**src/rtl/tmds_channel_encoder_pkg.sv**
```systemverilog
// Shared TMDS constants and helpers for the HDMI TX colour-channel encoders.
package tmds_channel_encoder_pkg;

  localparam int unsigned TMDS_W    = 10;
  localparam int unsigned DATA_W    = 8;
  localparam int unsigned CNT_W_DEF = 5;

  localparam logic [TMDS_W-1:0] CTRL_TOK_00 = 10'b1101010100;
  localparam logic [TMDS_W-1:0] CTRL_TOK_01 = 10'b0010101011;
  localparam logic [TMDS_W-1:0] CTRL_TOK_10 = 10'b0101010100;
  localparam logic [TMDS_W-1:0] CTRL_TOK_11 = 10'b1010101011;

  function automatic logic [3:0] popcount8(input logic [DATA_W-1:0] v);
    logic [3:0] n;
    n = '0;
    for (int unsigned i = 0; i < DATA_W; i++) begin
      n = n + {3'b000, v[i]};
    end
    return n;
  endfunction

endpackage

```
**src/rtl/tmds_channel_encoder.sv**
```systemverilog
// Three-stage DVI TMDS 8b/10b channel encoder with running DC-disparity tracking.
module tmds_channel_encoder
  import tmds_channel_encoder_pkg::*;
#(
  parameter int unsigned CNT_W = CNT_W_DEF
) (
  input  logic                clk,
  input  logic                reset,
  input  logic [DATA_W-1:0]   din,
  input  logic                c0,
  input  logic                c1,
  input  logic                de,
  output logic [TMDS_W-1:0]   dout
);

  // Stage 1
  logic [DATA_W-1:0] din_q;
  logic              de1_q;
  logic [1:0]        c1_q;
  logic [3:0]        n1d_q;

  // Stage 2
  logic              decision1;
  logic [8:0]        qm_d, qm_q;
  logic [3:0]        n1q_d, n1q_q, n0q_q;
  logic              de2_q;
  logic [1:0]        c2_q;

  // Stage 3
  logic [TMDS_W-1:0]       dout_d, dout_q;
  logic signed [CNT_W-1:0] cnt_d, cnt_q;
  logic signed [CNT_W-1:0] n1s, n0s, q8s, nq8s;
  logic                    cnt_pos, cnt_neg;

  always_comb begin
    decision1 = (n1d_q > 4'd4) || ((n1d_q == 4'd4) && !din_q[0]);
    qm_d      = '0;
    qm_d[0]   = din_q[0];
    // XNOR chain expressed as XOR with decision1 folded in
    for (int unsigned i = 1; i < DATA_W; i++) begin
      qm_d[i] = qm_d[i-1] ^ din_q[i] ^ decision1;
    end
    qm_d[8] = ~decision1;
    n1q_d   = popcount8(qm_d[7:0]);
  end

  always_comb begin
    n1s     = {{(CNT_W-4){1'b0}}, n1q_q};
    n0s     = {{(CNT_W-4){1'b0}}, n0q_q};
    q8s     = {{(CNT_W-1){1'b0}}, qm_q[8]};
    nq8s    = {{(CNT_W-1){1'b0}}, ~qm_q[8]};
    cnt_neg = cnt_q[CNT_W-1];
    cnt_pos = !cnt_q[CNT_W-1] && (cnt_q != '0);
    dout_d  = '0;
    cnt_d   = cnt_q;
    if (!de2_q) begin
      cnt_d = '0;
      unique case (c2_q)
        2'b00: dout_d = CTRL_TOK_00;
        2'b01: dout_d = CTRL_TOK_01;
        2'b10: dout_d = CTRL_TOK_10;
        2'b11: dout_d = CTRL_TOK_11;
      endcase
    end else if ((cnt_q == '0) || (n1q_q == n0q_q)) begin
      dout_d = {~qm_q[8], qm_q[8], qm_q[8] ? qm_q[7:0] : ~qm_q[7:0]};
      cnt_d  = qm_q[8] ? (cnt_q + n1s - n0s) : (cnt_q + n0s - n1s);
    end else if ((cnt_pos && (n1q_q > n0q_q)) || (cnt_neg && (n0q_q > n1q_q))) begin
      dout_d = {1'b1, qm_q[8], ~qm_q[7:0]};
      cnt_d  = cnt_q + q8s + q8s + n0s - n1s;
    end else begin
      dout_d = {1'b0, qm_q[8], qm_q[7:0]};
      cnt_d  = cnt_q - nq8s - nq8s + n1s - n0s;
    end
  end

  always_ff @(posedge clk) begin
    if (reset) begin
      din_q  <= '0;
      de1_q  <= 1'b0;
      c1_q   <= '0;
      n1d_q  <= '0;
      qm_q   <= '0;
      n1q_q  <= '0;
      n0q_q  <= '0;
      de2_q  <= 1'b0;
      c2_q   <= '0;
      dout_q <= '0;
      cnt_q  <= '0;
    end else begin
      din_q  <= din;
      de1_q  <= de;
      c1_q   <= {c1, c0};
      n1d_q  <= popcount8(din);
      qm_q   <= qm_d;
      n1q_q  <= n1q_d;
      n0q_q  <= 4'd8 - n1q_d;
      de2_q  <= de1_q;
      c2_q   <= c1_q;
      dout_q <= dout_d;
      cnt_q  <= cnt_d;
    end
  end

  assign dout = dout_q;

endmodule

```
**config.mk**
```make
export PLATFORM = sky130hd
export DESIGN_NAME = tmds_channel_encoder
export DESIGN_NICKNAME = d
export VERILOG_FILES = /design/src/rtl/tmds_channel_encoder_pkg.sv /design/src/rtl/tmds_channel_encoder.sv
export SDC_FILE = /design/constraint.sdc
export NUM_CORES = 1
export LEC_CHECK = 0
export BUFFER_PORTS_ARGS = -buffer_cell sky130_fd_sc_hd__buf_2
export CORE_ASPECT_RATIO = 0.75
export CORE_MARGIN = 1
export CORE_UTILIZATION = 46
export CTS_BUF_LIST = sky130_fd_sc_hd__clkbuf_4 sky130_fd_sc_hd__clkbuf_8
export DETAILED_ROUTE_END_ITERATION = 12
export SYNTH_ARGS = -nofsm -noshare
export SYNTH_HDL_FRONTEND = slang
export SYNTH_SLANG_ARGS = --single-unit
```
**constraint.sdc**
```tcl
create_clock -name clk -period 4.9 [get_ports clk]
set_input_delay 0.49 -clock clk [delete_from_list [all_inputs] [get_ports clk]]
set_output_delay 0.49 -clock clk [all_outputs]
set_load 0.02 [all_outputs]
```
==> results of run 1 <==
[logic make-up (layout without fill, tap and decap cells)]
logic type / after synthesis / count (layout) / synth area share
xor gates and xnor gates: 35 / 35 / 0.1027
DFF: 49 / 49 / 0.3133
and+or+nand+nor: 72 / 72 / 0.1267
adders and majority gates: 54 / 54 / 0.2614
muxes: 6 / 6 / 0.01958
AOI/OAI and AO/OA: 50 / 50 / 0.1055
buffers and inverters: 57 / 80 / 0.07074
[cell type report]
type / count / area, um2 / area share
sequential: 49 / 980.9 / 0.2844
clock inverter: 3 / 68.82 / 0.01995
multi-input combinational: 217 / 1928 / 0.5589
tap: 81 / 101.3 / 0.02938
clock buffer: 5 / 68.82 / 0.01995
timing repair buffer: 23 / 117.6 / 0.03410
inverter: 49 / 183.9 / 0.05332
[path summary, 6_finish.rpt]
kind,from,to,cells past startpoint
worst min-delay path,de,de1_q,2
worst max-delay path,din_q[0],n0q_q[1],14
worst min register to register,de1_q,de2_q,1
worst max register to register,din_q[0],n0q_q[1],14
[worst reg2reg max path, delay by kind of cell, from the launching register on]
family | cells | cell delay [ns]
XOR/XNOR | 3 | 0.74
buffers and inverters | 2 | 0.17
flip-flops | 1 | 0.47
adder cells (fa/ha/maj) | 6 | 2.23
AO/OA/AOI/OAI | 1 | 0.09
AND/OR/NAND/NOR | 2 | 0.32
[metrics by stage]
step / hold WS, ns / cells / worst slack, ns
floorplan: 0.4138 / 323 / 1.003
global placement: 0.4231 / 419 / 0.8456
detailed placement: 0.4246 / 419 / 0.7743
CTS: 0.3841 / 427 / 0.7554
global route: 0.3783 / 427 / 0.4417
finish: 0.3954 / 427 / 0.7768
[registers in the layout, summed over array words and instances, names as in the netlist, named ones only]
register,cells
c1_q,2
qm_q,9
de2_q,1
n1d_q,4
de1_q,1
c2_q,2
din_q,8
n0q_q,3
dout,10
n1q_q,4
cnt_q,4
[layer usage]
metal  up-vias  GRT usage
met3         7    0.03425
met2        26     0.2332
li1       1080          -
met4         0    0.06863
met5         -          0
met1       898     0.2591
[placed cells by master, fill, tap and decap left out, types with 2 or more instances in the layout]
cell type | netlist | routed
nand2b_1 | 4 | 4
nand2_1 | 6 | 6
nor2_1 | 25 | 25
a21o_1 | 3 | 3
a21oi_1 | 20 | 20
ha_1 | 35 | 35
nor3_1 | 2 | 2
o21ai_0 | 10 | 10
clkbuf_8 | 0 | 5
fa_1 | 19 | 19
o211ai_1 | 2 | 2
mux2i_1 | 5 | 5
a211oi_1 | 2 | 2
bufinv_16 | 0 | 2
xnor2_2 | 2 | 2
dfxtp_1 | 49 | 49
nand3_1 | 2 | 2
xnor2_1 | 24 | 24
a221oi_1 | 5 | 5
inv_1 | 48 | 48
buf_2 | 0 | 22
xor2_1 | 9 | 9
nor2b_1 | 22 | 22
==> results.toml, run 1 <==
[outcome]
status = "completed"

[worst_setup_path]
r2r_slack_ns = 0.78
max_stage_delay_ns = 0.50
critPathLaunchType = "flop"
cp_max_fo = 6
critPathSlowestCell = "fa_1"
cp_data_required_time_ns = 5.07
cp_top_family = "adder cells"
path_buf_inv = 2
path_cells = "nor2b_1 > a2bb2oi_2 > xnor2_2 > xnor2_2 > inv_1 > fa_1 > xor2_1 > ha_1 > fa_1 > ha_1 > inv_1 > fa_1 > ha_1 > nor2b_1"
path_class = "reg2reg"
arrival_ns = 4.30
cp-end-kind = "flop"

[placement]
place.gp.congestion = 0.7916
place_hpwl_um = 4410
detailed_place.area_um2 = 3312
io_buffers = 22

[die]
die-area_um2 = 7143
rows = 25
ios = 23
fp.dieH_um = 73.45
initial_core_util = 0.4858
coreArea_um2 = 6444
die_w_um = 97.26

[cells_and_area]
antenna_cells = 0
fillCellCount = 620
area_delta_synth_final_pct = 10.19
postLayoutCoreUtil = 0.5353
drive_gt1_frac = 0.1272
fin_nets = 412
finalInstanceArea_um2 = 3450

[global_route]
grt_pass1_vias = 1917
track_usage = 0.1701
grt_overflow_total = 0
grt_max_degree = 44
antenna_found_initial = 0
grt_pass1_wl_um = 9301

[sta]
fin_crit_sh = 0.8415
post-route-min-period_ns = 4.123
fmax_ghz = 0.2425
drv_slew = 0
rsz0062_at_grt = "no"
hold_viol_final = 0
skew_ns = 0.007388
maxSlewHeadroom = 0.4946
setup_viol = 0
tightest_slew_ns = 0.7512
fin_setup_tns_ns = 0

[cts]
clkSinkCount = 49
holdBufCountCts = 0
post_cts.repair.setup_buffers = 0
clock_latency_ns = 0.31
cts_tree = "built"
ctsLongestPathBuffers = 2
cts_resized = 0
cts-root-buf = "clkbuf_8"
cts.clk_slew.worst_paths_ns = 0.09
htree_levels = 2
numCtsBuffers = 5

[routing]
first_pass_iters = 4
drc_errors = 0
routed-wl-met3_um = 199
drtAntennaViolNets = 0
via_per_inst = 4.710
wl_per_cell_um = 12.56
drt_iter0_markers = 60
wirelength_um = 5365
vias = 2011
wl_met1_um = 3110
topRoutingLayerUsed = "met4"
route.met2.wl_um = 1983

[hold_path]
min_path_type = "in2reg"

[synthesis]
synth-seq-area-share = 0.3133
synthFlopType = "dfxtp_1"
yosys.area.top_type = "dfxtp_1"
ys_types = 43
synth.most_common_cell = "dfxtp_1"
syn_nets = 390
synth.cell_area_um2 = 3131
synth_top_cells_by_area = "dfxtp_1, ha_1, fa_1"
synth-edff-count = 0
ys_warn_count = 0
syn_area_per_cell_um2 = 9.692
ys_top_cells_by_count = "dfxtp_1, inv_1, ha_1, nor2_1, xnor2_1"
synthCells = 323
synth_top_area_share = 0.3133
async_flop_share = 0
synth_seq_cells = 49

[job]
drv_cap = 0
Power of run 1 is not shown: default switching activity piles up to over one toggle a cycle in this logic, so the estimate is an artifact.
==> run 2, diff against run 1 <==
Settings changed: PLACE_DENSITY set to 0.66.
Clock period 4.9 ns to 3.75 ns, I/O delays scaled along.
==> run 2 against run 1 <==
Compared with the run above: wire length up 3.4%; clock-buffer cell count up 1; flip-flop and latch count unchanged; hold slack worse by 0.12 ns; non-clock buffer count up 6; worst setup slack worse by 0.76 ns; global-route usage down 0.23 points; register-to-register slack worse by 0.76 ns; cell area up 0.69%; clock skew down 0.0042 ns; critical path type unchanged; critical endpoint unchanged; largest cell class unchanged.
==> results.toml, run 2 (synthesized netlist as in run 1, its figures left out) <==
[outcome]
status = "completed"

[die]
rows = 25
initial_core_util = 0.4858
die-area_um2 = 7143
die_w_um = 97.26
fp.dieH_um = 73.45
ios = 23
coreArea_um2 = 6444

[global_route]
grt_pass1_wl_um = 9370
grt_use_met1 = 0.2442
grtUsageMet3 = 0.02664
grt_busiest_layer = "met2"
grt_max_degree = 44
antenna_found_initial = 0
grt_use_met2 = 0.2613
grt_overflow_total = 0
grt_pass1_vias = 1987
track_usage = 0.1678

[worst_setup_path]
r2r-start = "n1d_q[2]"
cp_data_required_time_ns = 3.92
arrival_ns = 3.90
cp-startpoint = "n1d_q[2]"
path_class = "reg2reg"
critPathLaunchType = "flop"
cp_max_fo = 4
cp-end-kind = "flop"

[routing]
vias = 2059
first_pass_iters = 4
via_per_inst = 4.755
wirelength_um = 5545
drt_iter0_markers = 92
wl_per_cell_um = 12.81
drtAntennaViolNets = 0
drc_errors = 0

[cells_and_area]
mostFrequentLayoutCells = "inv_1, dfxtp_1, ha_1"
fin_nets = 418
drive_gt1_frac = 0.1676
area_delta_synth_final_pct = 10.95
antenna_cells = 0
final_common_cell = "inv_1"
multiInputGateArea_um2 = 1947
largest_reg_flops = 10
postLayoutCoreUtil = 0.5390
finalInstanceArea_um2 = 3473
regArea_um2 = 987.2
fillCellCount = 612

[cts]
clkSinkCount = 49
cts_tree = "built"
cts-root-buf = "clkbuf_8"
numCtsBuffers = 5
cts.clk_slew.worst_paths_ns = 0.09
htree_levels = 2
clock_latency_ns = 0.30
ctsLongestPathBuffers = 2

[placement]
detailed_place.area_um2 = 3353
io_buffers = 22
place_hpwl_um = 4460
pre_cts_slack_ns = -0.03603
place.gp.congestion = 0.7721

[sta]
maxSlewHeadroom = 0.5123
skew_ns = 0.003206
drv_slew = 0
setup_viol = 0
post-route-min-period_ns = 3.735
rsz0062_at_grt = "yes"
hold_viol_final = 0
fin_ws_ns = 0.01545
fmax_ghz = 0.2678
tightest_slew_ns = 0.7248
fin_crit_sh = 0.9959

[hold_path]
hold_start = "c0"
min_path_type = "in2reg"

[job]
drv_cap = 0
-- run 2: metal layers --
layer | share of wire | up-vias
met4 | 0.0076 | 0
met2 | 0.43 | 31
met1 | 0.53 | 930
met5 | 0 | -
met3 | 0.030 | 6
li1 | - | 1092
-- run 2: stage by stage --
stage / std cells / setup TNS, ns / hold slack, ns
final: 433 / 0 / 0.2782
after global routing: 433 / -0.4415 / 0.2870
after floorplan: 323 / -0.06017 / 0.4138
after CTS: 431 / -0.03519 / 0.2719
after detailed placement: 423 / -0.06597 / 0.4241
after global placement: 423 / 0 / 0.4220
-- run 2: area by class of cell --
| cell class | instances | area share |
|---|---|---|
| clock inverters | 2 | 0.004323 |
| clock buffers | 6 | 0.02197 |
| repair buffers | 29 | 0.04683 |
| inverters | 49 | 0.05295 |
| flip-flops and latches | 49 | 0.2842 |
| multi-input cells | 217 | 0.5605 |
| well taps | 81 | 0.02918 |
-- run 2: worst max-delay path, stage by stage (launching register included) --
cell	delay, ns
dfxtp_2	0.35
nor2_2	0.13
a2bb2oi_2	0.18
xnor2_2	0.15
xnor2_2	0.14
inv_1	0.07
fa_1	0.47
xor2_1	0.18
ha_1	0.30
fa_1	0.49
ha_2	0.19
inv_2	0.04
fa_2	0.56
ha_1	0.23
nor2b_1	0.12
-- run 2: repair_timing --
action	4_1_cts	5_1_grt
hold buffers	0	0
resized for setup	2	6
setup buffers	0	2
pin swaps	3	2
setup endpoints to repair	2	3
-- run 2: path summary, 6_finish.rpt --
| path | cells past startpoint | slack, ns | to |
|---|---|---|---|
| worst max-delay path | 14 | 0.02 | n0q_q[1] |
| worst min-delay path | 2 | 0.28 | c1_q[0] |
| worst max register to register | 14 | 0.02 | n0q_q[1] |
| worst min register to register | 1 | 0.44 | c2_q[0] |
Power of run 2 is left out for the same reason.
